[src/rtl/fsm_step_conditioner_if.sv]
// Board-input bundle for the step conditioner: raw button/switch inputs in,
// conditioned step enable, switch vector and step count out.
interface fsm_step_conditioner_if;
   logic       btn_step_raw;
   logic [1:0] sw_raw;
   logic       auto_en_raw;
   logic       step_pulse;
   logic [1:0] sw_out;
   logic [7:0] step_count;

   // No handshake: raw inputs may change at any time, and all outputs are
   // registered and valid on every cycle (step_pulse is a one-cycle strobe).
   modport master (
      output btn_step_raw,
      output sw_raw,
      output auto_en_raw,
      input  step_pulse,
      input  sw_out,
      input  step_count
   );

   modport slave (
      input  btn_step_raw,
      input  sw_raw,
      input  auto_en_raw,
      output step_pulse,
      output sw_out,
      output step_count
   );
endinterface

[src/rtl/fsm_step_conditioner.sv]
// Input stage for the lab Moore FSMs: synchronises and debounces the step button and
// mode switches, issues single-cycle step pulses (manual or auto) and counts them.
module fsm_step_conditioner #(
   parameter int DEBOUNCE_CYCLES = 16,
   parameter int AUTO_DIV        = 100
) (
   input  logic                         clk,
   input  logic                         reset,
   fsm_step_conditioner_if.slave        io,
   output logic                         dbg_step_state
);

   localparam int CW  = $clog2(DEBOUNCE_CYCLES);
   localparam int DW  = $clog2(AUTO_DIV);
   localparam int NDB = 3;   // debounced bits: [0]=button, [2:1]=switches
   localparam int AUTO_BIT = 3;
   localparam logic [CW-1:0] DB_LAST  = CW'(DEBOUNCE_CYCLES - 1);
   localparam logic [DW-1:0] DIV_LAST = DW'(AUTO_DIV - 1);

   typedef enum logic {
      ST_IDLE = 1'b0,
      ST_HELD = 1'b1
   } step_state_e;

   logic [3:0]     sync1_q, sync1_d;
   logic [3:0]     sync2_q, sync2_d;
   logic [NDB-1:0] stable_q, stable_d;
   logic [CW-1:0]  cnt_q [NDB];
   logic [CW-1:0]  cnt_d [NDB];
   step_state_e    state_q, state_d;
   logic [DW-1:0]  div_q, div_d;
   logic           step_pulse_q, step_pulse_d;
   logic [1:0]     sw_out_q, sw_out_d;
   logic [7:0]     step_count_q, step_count_d;

   logic           btn_db;
   logic           auto_sync;
   logic           manual_req;
   logic           auto_req;

   // Two-flop synchronisers; bit 3 carries the auto enable, which is not debounced.
   always_comb begin
      sync1_d = {io.auto_en_raw, io.sw_raw, io.btn_step_raw};
      sync2_d = sync1_q;
   end

   assign btn_db    = stable_q[0];
   assign auto_sync = sync2_q[AUTO_BIT];

   // A new level is accepted only after DEBOUNCE_CYCLES consecutive disagreeing samples.
   always_comb begin
      for (int i = 0; i < NDB; i++) begin
         stable_d[i] = stable_q[i];
         cnt_d[i]    = '0;
         if (sync2_q[i] != stable_q[i]) begin
            if (cnt_q[i] == DB_LAST) begin
               stable_d[i] = sync2_q[i];
            end else begin
               cnt_d[i] = cnt_q[i] + CW'(1);
            end
         end
      end
   end

   // Button FSM tracks presses even in auto mode so a release never fires a pulse.
   always_comb begin
      state_d    = state_q;
      manual_req = 1'b0;
      case (state_q)
         ST_IDLE: begin
            if (btn_db) begin
               state_d    = ST_HELD;
               manual_req = !auto_sync;
            end
         end
         ST_HELD: begin
            if (!btn_db) begin
               state_d = ST_IDLE;
            end
         end
         default: state_d = ST_IDLE;
      endcase
   end

   always_comb begin
      div_d    = '0;
      auto_req = 1'b0;
      if (auto_sync) begin
         if (div_q == DIV_LAST) begin
            auto_req = 1'b1;
         end else begin
            div_d = div_q + DW'(1);
         end
      end
   end

   // sw_out is frozen while a step is presented so the FSM sees a stable sw_in.
   always_comb begin
      step_pulse_d = manual_req | auto_req;
      sw_out_d     = step_pulse_q ? sw_out_q : stable_q[2:1];
      step_count_d = step_count_q + {7'd0, step_pulse_q};
   end

   always_ff @(posedge clk) begin
      if (reset) begin
         sync1_q      <= '0;
         sync2_q      <= '0;
         stable_q     <= '0;
         for (int i = 0; i < NDB; i++) begin
            cnt_q[i] <= '0;
         end
         state_q      <= ST_IDLE;
         div_q        <= '0;
         step_pulse_q <= 1'b0;
         sw_out_q     <= '0;
         step_count_q <= '0;
      end else begin
         sync1_q      <= sync1_d;
         sync2_q      <= sync2_d;
         stable_q     <= stable_d;
         for (int i = 0; i < NDB; i++) begin
            cnt_q[i] <= cnt_d[i];
         end
         state_q      <= state_d;
         div_q        <= div_d;
         step_pulse_q <= step_pulse_d;
         sw_out_q     <= sw_out_d;
         step_count_q <= step_count_d;
      end
   end

   assign io.step_pulse  = step_pulse_q;
   assign io.sw_out      = sw_out_q;
   assign io.step_count  = step_count_q;
   assign dbg_step_state = (state_q == ST_HELD);

endmodule

[src/flat_wrapper.sv]
// flat-port wrapper written by rule: the top's interface ports become plain ports
module fsm_step_conditioner_flat 
#(
   parameter int DEBOUNCE_CYCLES = 16,
   parameter int AUTO_DIV        = 100
)
  (clk, reset, dbg_step_state, io_btn_step_raw, io_sw_raw, io_auto_en_raw, io_step_pulse, io_sw_out, io_step_count);
  fsm_step_conditioner_if io_i ();
  input  logic clk;
  input  logic reset;
  output logic dbg_step_state;
  input wire logic [$bits(io_i.btn_step_raw)-1:0] io_btn_step_raw;
  input wire logic [$bits(io_i.sw_raw)-1:0] io_sw_raw;
  input wire logic [$bits(io_i.auto_en_raw)-1:0] io_auto_en_raw;
  output wire logic [$bits(io_i.step_pulse)-1:0] io_step_pulse;
  output wire logic [$bits(io_i.sw_out)-1:0] io_sw_out;
  output wire logic [$bits(io_i.step_count)-1:0] io_step_count;
  assign io_i.btn_step_raw = io_btn_step_raw;
  assign io_i.sw_raw = io_sw_raw;
  assign io_i.auto_en_raw = io_auto_en_raw;
  assign io_step_pulse = io_i.step_pulse;
  assign io_sw_out = io_i.sw_out;
  assign io_step_count = io_i.step_count;
  fsm_step_conditioner #(.DEBOUNCE_CYCLES(DEBOUNCE_CYCLES), .AUTO_DIV(AUTO_DIV)) u_core (.clk(clk), .reset(reset), .io(io_i), .dbg_step_state(dbg_step_state));
endmodule
[config.mk]
export PLATFORM = sky130hd
export DESIGN_NAME = fsm_step_conditioner_flat
export DESIGN_NICKNAME = d
export VERILOG_FILES = /design/src/rtl/fsm_step_conditioner_if.sv /design/src/rtl/fsm_step_conditioner.sv /design/src/flat_wrapper.sv
export SDC_FILE = /design/constraint.sdc
export NUM_CORES = 1
export LEC_CHECK = 0
export BUFFER_PORTS_ARGS = -buffer_cell sky130_fd_sc_hd__buf_2
export CORE_MARGIN = 5
export CORE_UTILIZATION = 30
export DETAILED_ROUTE_END_ITERATION = 12
export PLACE_DENSITY = 0.51
export RECOVER_POWER = 25
export REMOVE_ABC_BUFFERS = 1
export SYNTH_ARGS = -nofsm -noshare
export SYNTH_HDL_FRONTEND = slang
export SYNTH_SLANG_ARGS = --single-unit
export TNS_END_PERCENT = 10
[constraint.sdc]
create_clock -name clk -period 1.48 [get_ports clk]
set_input_delay 0 -clock clk [delete_from_list [all_inputs] [get_ports clk]]
set_output_delay 0 -clock clk [all_outputs]
set_load 0.005 [all_outputs]
Word level (Yosys, flattened, before mapping). Memory sizes are Yosys's and may differ from the RTL's. Index checks and enable logic that the tools add are counted. Widths: inputs -> output; s select.

Register bits: 30. Memory bits (writable): 12. Input port bits: 6. Output and inout bits: 12. Word-level logic and storage cells: 50. Memories kept: 1.

Add/sub/neg operators: 5. Eq/ne operators: 7. Muxes and demuxes: 17. Bitwise operators: 5. Reduce and logical (&&, ||, !) cells: 5.

Memory list: u_core.cnt_q (depth 3, width 4, rd ports 3, clocked after memory_dff 0, wr ports 3, line fsm_step_conditioner.sv:28) `logic [CW-1:0] cnt_q [NDB];`.

Operator list (count): $mux 4 (9); $add 4x1->4 const B (3); $eq 4x4->1 const B (3); $add 8x1->8 (1); $mux 1 (8); $add 7x1->7 const B (1); $eq 7x7->1 const B (1); $reduce_and 2->1 (3); $or 1x1->1 (4); $ne 1x1->1 (3); $reduce_or 3->1 (1); $logic_not 1->1 (1); $not 1->1 (1).

Depth between registers and ports, before layout.
Depth after elaboration: 4. Mapped depth: 5. Depth with buffers taken out: 5.

Worst setup path after synthesis. Ideal clock, no wire load.

Path type: register -> register. Start point: reg u_core.step_pulse_q, in the netlist u_core.io.step_pulse. End point: reg u_core.step_count_q[6], in the netlist u_core.io.step_count[6]. Setup time: 0.071 ns. Arrival: 1.313 ns. Data required time: 1.409 ns. Path slack: 0.097 ns. Cell stages (with the launch flop): 6. Buffers on the path: 0. Clock period less this slack: 1.383 ns. Cells stage by stage: dfxtp_1 -> ha_1 -> ha_1 -> inv_1 -> or3_1 -> a21oi_1.

Word-level cells in the longest chain between the ends: 1.

Ends and longest elaborated chain: start, declared (line fsm_step_conditioner.sv:32) `logic step_pulse_q, step_pulse_d;`; start signal, assigned (line fsm_step_conditioner.sv:126) `step_pulse_q <= step_pulse_d;`; $add 8x1->8 (line fsm_step_conditioner.sv:101) `step_count_d = step_count_q + {7'd0, step_pulse_q};`; end signal, assigned (line fsm_step_conditioner.sv:128) `step_count_q <= step_count_d;`; end, declared (line fsm_step_conditioner.sv:34) `logic [7:0] step_count_q, step_count_d;`.

Every way passes these cells. A chain may end at the register's enable or synchronous reset.

==> results.md <==
* Num rows at 26
* CTS tree: done
* Clock-pin slew on the worst setup and hold paths at 70 ps
* Most common cell after layout, fill and taps aside: dfxtp_1
* Nets@finish at 193
* Max Cap Viol at 0
* Dpl hpwl at 1900 um
* Max Slew Vio Count at 0
* Final hold viol count at 0
* Total core area at 5040 um2
* Leakage at 0.718 nW
* First-pass GRT wire length at 4510 um
* CP startpoint: u_core.cnt_q[0][4]
* # setup viols final at 0
* Required @ worst endpoint at 1700 ps
* Worst Reg-to-Reg Cells at 4
* Final Skew at 2.06 ps
* Hold Crit Start: reset
* Commonest non-fill, non-tap cells in the layout: 42 x dfxtp_1, 26 x nor2_1, 14 x buf_2
* Crit Path Category: reg2reg
* Clk Latency, worst-skew pair at 280 ps
* Post-Place Cell Area at 1710 um2
* CP Capture Type: flip-flop
* Area added between synthesis and finish at 18.8%
* WL final at 2610 um
* Outcome: completed
* Arrival time worst endpoint at 1600 ps
* Startpoint types: flip-flop
* Num ports at 18
* Slew @ Worst Pin at 496 ps
* Post-CTS setup buffers at 0
* Worst vdd ir at 0.448 mV
* Reg2reg start: u_core.cnt_q[0][4]
* Finished Cell Area at 1830 um2
* Cell count after synthesis at 154
* TritonCTS Buffers at 5
* Vias at 1091
* Vias in the first global route at 1076
* Fmax at 729 MHz
* Yosys reg bits at 42
* Relative slew margins at 0.669
* Root Driver: clkbuf_8
* Fillers at 532
* Pwr/cell area at 1020 nW/um2
* Iter 0 DRT Violations at 51
* DR vias/cell at 4.35
* Worst Hold Depth at 2
* Post-route ant nets at 0
* Drc violations at 0
* Initial antenna violation count at 0
* Placer Congestion at 0.687
* Post-DR wirelength/cell at 10.4 um
* Chip height at 81.6 um
* Cell Area, Synth at 1540 um2
* Die area at 6660 um2
* DR pass1 iterations at 4
* Die width at 81.6 um
* Initial core utilization at 0.305
* Syn_area_per_cell at 9.99 um2
* Fin crit share at 0.927
* Footprint of the multi-input gates at 667 um2
* Clock tree buffer depth at 2
* Setup TNS at 0 ps
* Post-synthesis cell type count at 21
* All-layer global routing usage at 0.0888
* Number of diodes at 0
* Grt total ovfl at 0
* CP max FO at 4
* RSZ-0062 raised after global routing: no
* IO Port Bufs at 17
* H-tree depth at 2
* Post-route minimum period at 1370 ps
* Hold WC Path Type: in2reg
* Clk sinks at 42
* Seq/Total Area, Yosys at 0.547
* Layout cells sized above 1 at 0.127
* Pin count of the biggest net entering global routing at 29
* Register area at 841 um2
* Yosys warns at 0
## per-stage QoR
| step | setup slack [ps] | util | hold slack, ps | cells | total power (W) |
|---|---|---|---|---|---|
| detailed placement | 123 | 0.340 | 224 | 240 | 0.00121 |
| CTS | 103 | 0.363 | 163 | 251 | 0.00190 |
| global route | 67.5 | 0.362 | 191 | 251 | 0.00196 |
| global placement | 173 | 0.340 | 214 | 240 | 0.00121 |
| floorplan | 97.5 | - | 69.1 | 151 | 0.00119 |
| finish | 108 | 0.362 | 163 | 251 | 0.00187 |
## critical path, stage by stage (launching register included)
cell and delay (ps):
dfxtp_1 340, ha_1 230, and3_1 220, or3_1 410
nor2_1 120
## per-layer routing
metal,GRT usage,vias to the layer above,part of all wire
met5,0,-,0
met4,0.0449,0,0.012
met3,0.0351,3,0.051
met2,0.149,15,0.49
met1,0.0970,511,0.44
li1,-,562,-
## registers in the layout (all words and copies together), names as in the netlist
| name | cells |
|---|---|
| u_core.stable_q | 3 |
| u_core.dbg_step_state | 1 |
| u_core.cnt_q | 12 |
| u_core.io.step_pulse | 1 |
| u_core.sync2_q | 4 |
| u_core.div_q | 7 |
| u_core.sync1_q | 4 |
| u_core.io.step_count | 8 |
| u_core.io.sw_out | 2 |
## path summary, 6_finish.rpt
path | endpoint | slack [ps]
worst max-delay path | u_core.cnt_q[0][7] | 110
worst min register to register | u_core.sync2_q[0] | 440
worst max register to register | u_core.cnt_q[0][7] | 110
worst min-delay path | u_core.stable_q[0] | 160
## cell families (layout without fill, tap and decap cells)
kind of cell,Yosys count,in the layout,synth area share
muxes,5,5,0.0325
xor gates and xnor gates,15,15,0.0854
and+or+nand+nor,66,66,0.218
AOI/OAI and AO/OA,12,12,0.0488
adders and majority gates,6,6,0.0488
DFF,42,42,0.547
buffers and inverters,8,35,0.0195
## final cells by class
cell class | instances | share of cell area
sequential | 42 | 0.460
multi-input combinational | 104 | 0.365
timing repair buffer | 23 | 0.0747
tap | 70 | 0.0479
clock buffer | 7 | 0.0418
inverter | 5 | 0.0103
## power breakdown
group          total (W)  leakage [nW]  switching, W  internal [W]
registers        0.00115         0.340    0.00000609       0.00114
clock network   0.000672        0.0383      0.000347      0.000325
logic          0.0000456         0.340     0.0000224     0.0000232
## repair_timing
| action | 4_1_cts | 5_1_grt |
|---|---|---|
| hold buffers | 4 | 0 |
| hold endpoints to repair | 4 | 0 |
| resized for setup | 0 | 0 |
## Yosys cell counts, drive strengths merged
cell	number	area share
xnor2	6	0.034
a21oi	5	0.016
mux2i	5	0.033
or4b	1	0.0089
nand3	11	0.036
a2bb2oi	1	0.0057
clkbuf	3	0.0073
dfxtp	42	0.55
inv	5	0.012
ha	6	0.049
o21ai	6	0.027
nand3b	1	0.0049
nor2b	12	0.049
or3	7	0.028
xor2	9	0.051
and3b	1	0.0057
and3	2	0.0081
nor2	26	0.063
nand2	4	0.0098
nand4	1	0.0041
Note: power is estimated with default switching activity, not from simulation.
